===== config.mk =====
export PLATFORM = sky130hd
export DESIGN_NAME = ntt_sdf_ctrl
export DESIGN_NICKNAME = d
export VERILOG_FILES = /design/src/rtl/ntt_pkg.sv /design/src/rtl/ntt_phase_cnt.sv /design/src/rtl/ntt_sdf_ctrl.sv
export SDC_FILE = /design/constraint.sdc
export NUM_CORES = 1
export LEC_CHECK = 0
export BUFFER_PORTS_ARGS = -buffer_cell sky130_fd_sc_hd__buf_2
export CAP_MARGIN = 20
export CORE_MARGIN = 8
export CORE_UTILIZATION = 43
export DETAILED_ROUTE_END_ITERATION = 8
export PLACE_DENSITY = 0.65
export SLEW_MARGIN = 20
export SYNTH_ARGS = -nofsm -noshare
export SYNTH_HDL_FRONTEND = slang
export SYNTH_SLANG_ARGS = --single-unit

===== constraint.sdc =====
create_clock -name clk -period 1.8 [get_ports clk]
set_clock_uncertainty 0.15 [all_clocks]
set_input_delay 0 -clock clk [delete_from_list [all_inputs] [get_ports clk]]
set_output_delay 0 -clock clk [all_outputs]
set_load 0.005 [all_outputs]

===== src/rtl/ntt_pkg.sv =====
// Shared types and helpers for the SDF NTT stage controller.
package ntt_pkg;

  typedef enum logic [2:0] {IDLE, FILL, BFLY, SHIFT, DRAIN} ntt_sdf_state_t;

  localparam int unsigned DefaultN = 256;

  // Delay-buffer depth of an SDF stage.
  function automatic int unsigned sdf_delay(int unsigned n, int unsigned stage);
    return n >> (stage + 1);
  endfunction

endpackage


===== src/rtl/ntt_phase_cnt.sv =====
// Wrapping modulo-Mod phase counter with enable, synchronous clear and last-value flag.
module ntt_phase_cnt #(
  parameter int unsigned Mod = 2,
  parameter int unsigned CW  = 1
) (
  input  logic          clk_i,
  input  logic          rst_i,
  input  logic          en_i,
  input  logic          clr_i,
  output logic [CW-1:0] cnt_o,
  output logic          last_o
);

  assign last_o = (cnt_o == CW'(Mod - 1));

  always_ff @(posedge clk_i) begin
    if (rst_i || clr_i) begin
      cnt_o <= '0;
    end else if (en_i) begin
      cnt_o <= last_o ? '0 : cnt_o + CW'(1);
    end
  end

endmodule


===== src/rtl/ntt_sdf_ctrl.sv =====
// Sequencing controller for one SDF NTT stage: buffer advance, butterfly select, twiddle address.
// Optional perf counters (frame_cnt, stall_cnt) are enabled by defining NTT_CTRL_PERF_EN.
module ntt_sdf_ctrl
  import ntt_pkg::*;
#(
  parameter int unsigned N     = DefaultN,
  parameter int unsigned STAGE = 0,
  localparam int unsigned LOG2N = $clog2(N),
  localparam int unsigned D     = sdf_delay(N, STAGE),
  localparam int unsigned CW    = ($clog2(2 * D) > 1) ? $clog2(2 * D) : 1,
  localparam int unsigned TW    = (LOG2N > 2) ? LOG2N - 1 : 1
) (
  input  logic          clk,
  input  logic          rst,
  input  logic          in_valid,
  output logic          in_ready,
  input  logic          flush,
  output logic          buf_en,
  output logic          bf_sel,
  output logic [TW-1:0] tw_addr,
  output logic          out_valid,
  output logic          frame_done,
  output logic          busy
`ifdef NTT_CTRL_PERF_EN
  ,
  output logic [15:0]   frame_cnt,
  output logic [15:0]   stall_cnt
`endif
);

  ntt_sdf_state_t state_q;
  logic [CW-1:0]  cnt;
  logic           cnt_last;
  logic           flush_q;
  logic           in_drain, accept, half_last, flush_set, flush_eff, run_state;

  always_comb begin
    in_drain  = (state_q == DRAIN);
    run_state = (state_q == FILL) || (state_q == BFLY) || (state_q == SHIFT);
    accept    = in_valid & ~in_drain;
    half_last = (cnt == CW'(D - 1));
    // A flush in IDLE has no frame to attach to, so only running states latch it.
    flush_set = flush & run_state;
    flush_eff = flush_q | flush_set;
  end

  assign in_ready = ~in_drain;
  assign busy     = (state_q != IDLE);

  ntt_phase_cnt #(
    .Mod (2 * D),
    .CW  (CW)
  ) u_phase_cnt (
    .clk_i  (clk),
    .rst_i  (rst),
    .en_i   (accept | in_drain),
    .clr_i  (in_drain & half_last),
    .cnt_o  (cnt),
    .last_o (cnt_last)
  );

  always_ff @(posedge clk) begin
    if (rst) begin
      state_q    <= IDLE;
      flush_q    <= 1'b0;
      buf_en     <= 1'b0;
      bf_sel     <= 1'b0;
      tw_addr    <= '0;
      out_valid  <= 1'b0;
      frame_done <= 1'b0;
    end else begin
      // Stall default: bf_sel and tw_addr keep their last value.
      buf_en     <= 1'b0;
      out_valid  <= 1'b0;
      frame_done <= 1'b0;
      if (flush_set) flush_q <= 1'b1;
      case (state_q)
        IDLE: begin
          if (accept) begin
            buf_en  <= 1'b1;
            bf_sel  <= 1'b0;
            tw_addr <= '0;
            state_q <= (D == 1) ? BFLY : FILL;
          end
        end
        FILL: begin
          if (accept) begin
            buf_en  <= 1'b1;
            bf_sel  <= 1'b0;
            tw_addr <= '0;
            if (half_last) state_q <= BFLY;
          end
        end
        BFLY: begin
          if (accept) begin
            buf_en    <= 1'b1;
            bf_sel    <= 1'b1;
            out_valid <= 1'b1;
            tw_addr   <= TW'((32'(cnt) - D) << STAGE);
            if (cnt_last) begin
              frame_done <= 1'b1;
              if (flush_eff) begin
                state_q <= DRAIN;
                flush_q <= 1'b0;
              end else begin
                state_q <= SHIFT;
              end
            end
          end
        end
        SHIFT: begin
          if (accept) begin
            buf_en    <= 1'b1;
            bf_sel    <= 1'b0;
            out_valid <= 1'b1;
            tw_addr   <= '0;
            if (half_last) state_q <= BFLY;
          end
        end
        DRAIN: begin
          buf_en    <= 1'b1;
          bf_sel    <= 1'b0;
          out_valid <= 1'b1;
          tw_addr   <= '0;
          if (half_last) state_q <= IDLE;
        end
        default: state_q <= IDLE;
      endcase
    end
  end

`ifdef NTT_CTRL_PERF_EN
  always_ff @(posedge clk) begin
    if (rst) begin
      frame_cnt <= '0;
      stall_cnt <= '0;
    end else begin
      if (frame_done && (frame_cnt != 16'hFFFF)) frame_cnt <= frame_cnt + 16'd1;
      if (run_state && !in_valid && (stall_cnt != 16'hFFFF)) stall_cnt <= stall_cnt + 16'd1;
    end
  end
`endif

endmodule


; Word level (Yosys, flattened, before mapping)
; Index checks and enable logic that the tools add are counted.
[word_totals]
ff_bits = 23
in_bits = 4
out_inout_bits = 13
[op_classes]
n_addsub = 2
n_eq_ne = 13
muxes = 24
bitwise = 8
reduce_logical = 13
[op_table]
columns = operator, n
row1 = 3-bit two-way mux, 7
row2 = 7-bit case mux with 3 select lines, 1
row3 = 7-bit two-way mux, 2
row4 = 3-bit case mux with 4 select lines, 1
row5 = 2-bit by 1-bit != test with 1-bit output (second input constant), 5
row6 = 1-bit two-way mux, 9
row7 = 8-bit by 1-bit adder with 8-bit output (second input constant), 1
row8 = 8-bit by 7-bit equality test with 1-bit output (second input constant), 1
row9 = 8-bit equality test (second input constant), 1
row10 = 8-bit two-way mux, 1
row11 = 7-bit by 1-bit subtractor with 7-bit output (second input constant), 1
row12 = 3-bit by 2-bit equality test with 1-bit output (second input constant), 2
row13 = 6-bit AND reduction, 1
row14 = 3-bit nonzero test, 2
row15 = 3-bit OR reduction, 2
row16 = 2-bit != test (second input constant), 2
row17 = 1-bit case mux with 2 select lines, 2
row18 = 2-bit OR reduction, 2
row19 = 4-bit OR reduction, 1
row20 = 1-bit bitwise AND, 3
row21 = 3-bit by 1-bit equality test with 1-bit output (second input constant), 1
row22 = 3-bit equality test (second input constant), 1
row23 = 3-bit logical NOT, 1
row24 = 1-bit logical OR, 3
row25 = other kinds (4), 7

; Depth between registers and ports, before layout
; Gate-level depths: netlist (run 1).
[depth]
word_depth = 9
ltp_mapped = 6

; Hierarchy
; From an unflattened synthesis (run 1), not the netlist that was laid out.
[unflattened]
hier_cells = 113
hier_area_um2 = 1007.2
[modules_own_cells]
columns = mod, n_inst, cells_per_inst, area_each_um2, seq_area_each_um2
row1 = ntt_sdf_ctrl, 1, 70, 633.1, 300.3
row2 = ntt_phase_cnt, 1, 43, 374.1, 160.2

; Least setup slack after synthesis (run 1)
; No wires, ideal clock.
[synth_timing]
path_kind = reg2reg
startpoint = register state_q[0]
endpoint = register u_phase_cnt.cnt_o[7]
arrival_ns = 1.131
setup_slack_ns = 0.405
stages_incl_launch_ff = 6
path_buffers = 1
path_cell_list = dfxtp_1 buf_6 nor3b_4 o21ai_1 o21a_1 o21ba_1
[synth_via]
elab_chain_cells = 4
word_cells_on_any_way = 6
[synth_lines]
columns = item, line
row1 = start: declaration, ntt_sdf_ctrl.sv:31  ; ntt_sdf_state_t state_q;
row2 = start signal: assignment, ntt_sdf_ctrl.sv:83  ; state_q <= (D == 1) ? BFLY : FILL;
row3 = 3-bit equality test *, ntt_sdf_ctrl.sv:38  ; in_drain = (state_q == DRAIN);
row4 = 1-bit NOT, ntt_sdf_ctrl.sv:40  ; accept = in_valid & ~in_drain;
row5 = 1-bit bitwise AND, ntt_sdf_ctrl.sv:40
row6 = 1-bit OR, ntt_sdf_ctrl.sv:56  ; .en_i (accept | in_drain),
row7 = end signal: assignment, ntt_phase_cnt.sv:20  ; cnt_o <= last_o ? '0 : cnt_o + CW'(1);
row8 = end: declaration, ntt_phase_cnt.sv:10  ; output logic [CW-1:0] cnt_o,
; Mark *: on every way between the ends. The rest lies on a longest branch, timed or not.
; A chain may end at the register's enable or synchronous reset.

; Worst setup path after layout (run 1)
[layout_timing]
startpoint = register state_q[1]
endpoint = register u_phase_cnt.cnt_o[6]
; The elaborated chain is that of the path after synthesis.

==> results of run 1 <==
state kept, by name (all words and copies together) (netlist names):
name and cells:
bf_sel 1, buf_en 1, flush_q 1, frame_done 1, out_valid 1, state_q 3, tw_addr 7, u_phase_cnt.cnt_o 8
worst max-delay path: cells and delay by family, from the launching register on:
kind,cells,cell delay (ps)
flops,1,430
buf+inv,1,220
simple gates,2,520
compound gates,1,140
xor+xnor,1,180
final timing paths:
check / startpoint / endpoint / slack, ps
max: state_q[1]$_SDFFE_PP0P_ / u_phase_cnt.cnt_o[6]$_SDFFE_PP0P_ / 120
max reg2reg: state_q[1]$_SDFFE_PP0P_ / u_phase_cnt.cnt_o[6]$_SDFFE_PP0P_ / 120
min: flush / flush_q$_SDFF_PP0_ / 10
min reg2reg: tw_addr[2]$_SDFFE_PP0P_ / tw_addr[2]$_SDFFE_PP0P_ / 360
cell families after synthesis:
group                    count (synthesis)
AND/OR/NAND/NOR                         39
buffers and inverters                    9
AO/OA/AOI/OAI                           31
XOR/XNOR                                 8
flip-flops                              23
adder cells (fa/ha/maj)                  1
stage by stage:
stage | utilization, % | cell area [um^2]
finish | 51.8 | 1150
global route | 51.8 | 1150
CTS | 51.8 | 1150
detailed placement | 49.7 | 1100
global placement | 49.7 | 1100
floorplan | - | 1010
layer usage:
| layer | global-route usage [%] | part of all wire (%) |
|---|---|---|
| met3 | 3.09 | 3.7 |
| met1 | 12.7 | 48 |
| met4 | 7.08 | 1.9 |
| met2 | 18.1 | 47 |
| met5 | 0 | 0 |
cells in the final DEF (no fill, tap or decap), types with 2 or more instances in the layout:
| master | synthesis | final |
|---|---|---|
| inv_1 | 2 | 2 |
| o21ai_0 | 2 | 2 |
| o21a_1 | 2 | 2 |
| dfxtp_1 | 23 | 23 |
| a21o_1 | 4 | 4 |
| nand2_1 | 5 | 5 |
| xor2_1 | 7 | 7 |
| a22oi_1 | 7 | 7 |
| a21oi_1 | 3 | 3 |
| nor2_1 | 22 | 22 |
| clkbuf_4 | 0 | 3 |
| and3_1 | 3 | 3 |
| o2111ai_1 | 3 | 3 |
| nor3_1 | 2 | 2 |
| dlygate4sd3_1 | 0 | 2 |
| buf_2 | 1 | 16 |
| o21ai_1 | 2 | 2 |
cell type report:
cell class / instances / area (um^2)
multi-input cells: 79 / 504
fillers: 217 / 1070
repair buffers: 19 / 108
flip-flops and latches: 23 / 460
inverters: 3 / 11.3
clock buffers: 3 / 22.5
well taps: 28 / 35.0
clock inverters: 1 / 5.00
power groups by stage:
| stage | clock [mW] | combinational (mW) | sequential [mW] |
|---|---|---|---|
| global placement | 0 | 0.137 | 0.581 |
| detailed placement | 0 | 0.137 | 0.583 |
| floorplan | 0 | 0.124 | 0.563 |
| finish | 0.237 | 0.139 | 0.572 |
| global route | 0.272 | 0.159 | 0.575 |
| CTS | 0.250 | 0.141 | 0.571 |
repair_timing:
| item | in CTS | in global routing |
|---|---|---|
| resized for setup | 0 | 0 |
| endpoints found under the setup margin | 0 | 1 |
| hold buffers | 2 | 0 |
| endpoints found under the hold margin | 13 | 0 |
==> flow_metrics.py, run 1 <==
metrics = {
    "sta": {
        "fin_crit_ps": 1680,
        "finalMaxSlewViolations": 0,
        "slew_headroom_pct": 71.3,
        "fin_setup_tns_ps": 0,
        "period_share_pct": 93.4,
        "rsz0062_at_grt": "false",
        "worst_slack_ps": 118,
        "fmax_ghz": 0.595,
        "setup_violations": 0,
        "hold_viol": 0,
        "hold_ws_ps": 13.2,
        "worst_pin_slew_ps": 430,
    },
    "route": {
        "drtAntennaViolNets": 0,
        "vias": 835,
        "via_per_inst": 5.35,
        "first_pass_iters": 4,
        "drt_iter0_drc": 29,
        "wl_per_cell_um": 13.9,
        "drc_errors": 0,
        "routed_wl_um": 2170,
    },
    "logic_synthesis": {
        "syn_inst": 111,
        "synthSimpleGateAreaFrac_pct": 19.0,
        "yosys.area_share.xor_xnor_pct": 6.91,
        "synthFlopType": "dfxtp_1",
        "yosysSeqAreaShare_pct": 45.4,
        "syn_nets": 116,
        "ys_ff_latch": 23,
        "synth_top_area_share_pct": 45.4,
        "avgSynthCellArea_um2": 9.14,
        "synth_top_family_by_area": "compound AO/OA/AOI/OAI gates",
        "async_flop_share_pct": 0,
        "syn-cell-area_um2": 1010,
        "yosys-top-cells-count": "23 x dfxtp_1, 22 x nor2_1, 7 x a22oi_1, 7 x xor2_1, 5 x nand2_1",
        "synth-compound-area-share_pct": 22.6,
        "muxShareOfSynthArea_pct": 0,
        "synth_edf_count": 0,
        "ys.warnings.count": 0,
        "synthAdderAreaFrac_pct": 1.23,
        "synth_cell_type_count": 35,
        "yosysMostFrequentCell": "dfxtp_1",
        "synth_area_leaders": "dfxtp_1 45%, nor2_1 8.1%, xor2_1 6.0%",
        "synth_largest_area_cell": "dfxtp_1",
    },
    "critical_path": {
        "critPathCaptureType": "register",
        "worst-setup-path-type": "register to register",
        "arrival_ps": 1790,
        "reg2reg_depth": 5,
        "cp_max_fo": 8,
        "max_stage_delay_ps": 430,
        "path_cells": "nor3b_4 > buf_4 > o2111ai_1 > xor2_1 > nor2_1",
        "cp.required_ps": 1910,
        "worstSetupStartpointType": "register",
        "slowest_stage": "dfxtp_1",
    },
    "pwr": {
        "p_clk_share_pct": 25.0,
        "power.total_uw": 948,
        "netSwitchingPower_uw": 268,
        "leakage_nw": 0.508,
        "power.internal_uw": 681,
        "power_density_nw_per_um2": 827,
        "switching_share_pct": 28.2,
        "seqPwrFrac_pct": 60.3,
        "irDropWorstVdd_mv": 0.445,
        "combPwrFrac_pct": 14.7,
    },
    "finish": {
        "fin_nets": 134,
        "fin_cells": 156,
        "area_growth_pct": 12.9,
        "antenna_cells": 0,
        "drive_above_1_share_pct": 20.3,
    },
    "placed_design": {
        "io_buffers": 16,
        "place_ws_ps": 150,
        "dp.cells": 150,
        "dp_hpwl_um": 1610,
        "gp_congestion": 0.777,
    },
    "hold_path": {
        "min_path_type": "input port to register",
        "hold_depth": 4,
    },
    "floorplanning": {
        "core_area_um2": 2210,
        "fp-row-count": 17,
        "dieArea_um2": 4170,
        "initial_core_util_pct": 45.9,
        "io_pins": 17,
        "die_w_um": 64.6,
        "die-height_um": 64.6,
    },
    "global_routing": {
        "grt_overflow_total": 0,
        "antenna_found_initial": 0,
        "grt_pass1_wl_um": 3730,
        "grt_start_max_net_pins": 16,
        "grt_usage_pct": 11.2,
        "grt_pass1_vias": 843,
    },
    "clocking": {
        "clk_pin_slew_ps": 120,
        "cts_max_level": 1,
        "ctsLongestPathBuffers": 2,
        "cts_inserted_buffers": 3,
        "root_buffer": "clkbuf_4",
        "cts_tree": "built",
        "clock_sink_count": 23,
        "clock_latency_ps": 310,
        "cts_setup_buffers": 0,
    },
    "flow_run": {
        "cap_violations": 0,
    },
    "status": {
        "outcome": "completed",
    },
}
Power figures use the tool's default switching activity.
==> run 2: changes to the inputs <==
--- a/config.mk
+++ b/config.mk
@@ -10,6 +10,7 @@
 export CORE_MARGIN = 8
 export CORE_UTILIZATION = 43
 export DETAILED_ROUTE_END_ITERATION = 8
+export HOLD_SLACK_MARGIN = 0.06
 export PLACE_DENSITY = 0.65
 export SLEW_MARGIN = 20
 export SYNTH_ARGS = -nofsm -noshare
==> run 2 against run 1 <==
Effect of this change:
- die area did not move
- core utilization rose by 0.45 points
- register-to-register slack barely moved
- combinational power barely moved
- critical path depth did not move
- clock-buffer cell count did not move
==> flow_metrics.py, run 2 (synthesis results as in run 1) <==
metrics = {
    "sta": {
        "finalMaxSlewViolations": 0,
        "hold_viol": 0,
        "fmax_ghz": 0.596,
        "fin_setup_tns_ps": 0,
        "setup_violations": 0,
        "worst_slack_ps": 121,
        "worst_pin_slew_ps": 429,
        "rsz0062_at_grt": "false",
        "period_share_pct": 93.3,
        "fin_crit_ps": 1680,
        "hold_ws_ps": 359,
        "slew_headroom_pct": 71.4,
    },
    "global_routing": {
        "grt_overflow_total": 0,
        "grt_pass1_wl_um": 3770,
        "grt_pass1_vias": 848,
        "antenna_found_initial": 0,
        "grt_usage_pct": 11.3,
        "grt_start_max_net_pins": 16,
    },
    "finish": {
        "fin_area_um2": 1160,
        "largest_register": "u_phase_cnt.cnt_o",
        "reg_top3": "u_phase_cnt.cnt_o x8, tw_addr x7, state_q x3",
        "largest_reg_flops": 8,
        "mostFrequentLayoutCells": "23 x dfxtp_1, 22 x nor2_1, 16 x buf_2",
        "area_growth_pct": 13.9,
        "drive_above_1_share_pct": 20.2,
        "final_common_cell": "dfxtp_1",
        "antenna_cells": 0,
        "fin_nets": 135,
    },
    "critical_path": {
        "cp_max_fo": 8,
        "arrival_ps": 1790,
        "worst-path-buf-inv": 1,
        "worstSetupStartpointType": "register",
        "path_cells": "nor3b_4 > buf_4 > o2111ai_1 > xor2_1 > nor2_1",
        "cp.required_ps": 1910,
        "slowest_stage": "dfxtp_1",
        "critPathCaptureType": "register",
        "cp_top_family": "simple AND/OR/NAND/NOR gates",
        "max_stage_delay_ps": 420,
        "worst-setup-path-type": "register to register",
    },
    "clocking": {
        "clock_sink_count": 23,
        "cts_max_level": 1,
        "root_buffer": "clkbuf_4",
        "clock_latency_ps": 310,
        "cts_resized": 0,
        "clk_pin_slew_ps": 120,
        "ctsLongestPathBuffers": 2,
        "cts_setup_buffers": 0,
        "cts_inserted_buffers": 3,
        "cts_tree": "built",
    },
    "route": {
        "via_per_inst": 5.33,
        "wl_per_cell_um": 13.9,
        "routed_wl_um": 2180,
        "first_pass_iters": 4,
        "vias": 837,
        "drtAntennaViolNets": 0,
        "drc_errors": 0,
        "drt_iter0_drc": 19,
    },
    "floorplanning": {
        "die-height_um": 64.6,
        "fp-row-count": 17,
        "core_area_um2": 2210,
        "io_pins": 17,
        "dieArea_um2": 4170,
        "initial_core_util_pct": 45.9,
        "die_w_um": 64.6,
    },
    "placed_design": {
        "dp_hpwl_um": 1610,
        "io_buffers": 16,
        "gp_congestion": 0.777,
        "placed_area_um2": 1100,
        "place_ws_ps": 150,
    },
    "pwr": {
        "seqPwrFrac_pct": 60.2,
        "leakage_nw": 0.512,
        "switching_share_pct": 28.2,
        "combPwrFrac_pct": 14.9,
        "power.internal_uw": 682,
        "power_density_nw_per_um2": 822,
        "netSwitchingPower_uw": 268,
        "irDropWorstVdd_mv": 0.445,
        "p_clk_share_pct": 25.0,
    },
    "flow_run": {
        "cap_violations": 0,
    },
    "status": {
        "outcome": "completed",
    },
    "hold_path": {
        "min_path_type": "register to register",
    },
}
run 2: cell types whose count changed in the layout (fill, tap and decap cells not counted):
| cell | delta |
|---|---|
| dlygate4sd3_1 | +1 |
run 2: timing repair:
item                                   4_1_cts  5_1_grt
setup endpoints to repair                    0        1
endpoints found under the hold margin       16        0
hold buffers                                 3        0
run 2: final cells by class:
cell class                 instances  area, um^2
timing repair buffer              20         118
multi-input combinational         79         504
clock inverter                     1        5.00
tap                               28        35.0
inverter                           3        11.3
sequential                        23         460
clock buffer                       3        22.5
fill                             216        1060
run 2: routing by layer:
metal | global-route usage, % | vias to the layer above | share of wire [%]
li1 | - | 432 | -
met5 | 0 | - | 0
met3 | 2.92 | 5 | 3.3
met4 | 7.08 | 0 | 1.9
met2 | 18.4 | 13 | 46
met1 | 12.9 | 387 | 48
run 2: worst paths after layout:
kind,end,start,depth (start not counted),slack [ps]
hold reg to reg,tw_addr[2]$_SDFFE_PP0P_,tw_addr[2]$_SDFFE_PP0P_,2,360
setup / recovery,u_phase_cnt.cnt_o[6]$_SDFFE_PP0P_,state_q[1]$_SDFFE_PP0P_,5,120
setup reg to reg,u_phase_cnt.cnt_o[6]$_SDFFE_PP0P_,state_q[1]$_SDFFE_PP0P_,5,120
hold / removal,tw_addr[2]$_SDFFE_PP0P_,tw_addr[2]$_SDFFE_PP0P_,2,360
run 2: worst register-to-register path, stage by stage (launching register included):
cell	delay [ps]
dfxtp_1	420
nor3b_4	420
buf_4	220
o2111ai_1	140
xor2_1	180
nor2_1	100
run 2: stage by stage:
stage               util, %  instances  total power, mW
floorplan                 -        111            0.687
global placement       49.7        150            0.719
detailed placement     49.7        150            0.720
CTS                    52.3        157            0.964
global route           52.3        157             1.01
finish                 52.3        157            0.950
run 2: power by group through the flow:
stage	Sequential [mW]	Clock [mW]	Combinational [mW]
after floorplan	0.563	0	0.124
after global placement	0.581	0	0.137
after detailed placement	0.583	0	0.137
after CTS	0.571	0.250	0.143
after global routing	0.575	0.272	0.161
final	0.572	0.237	0.141
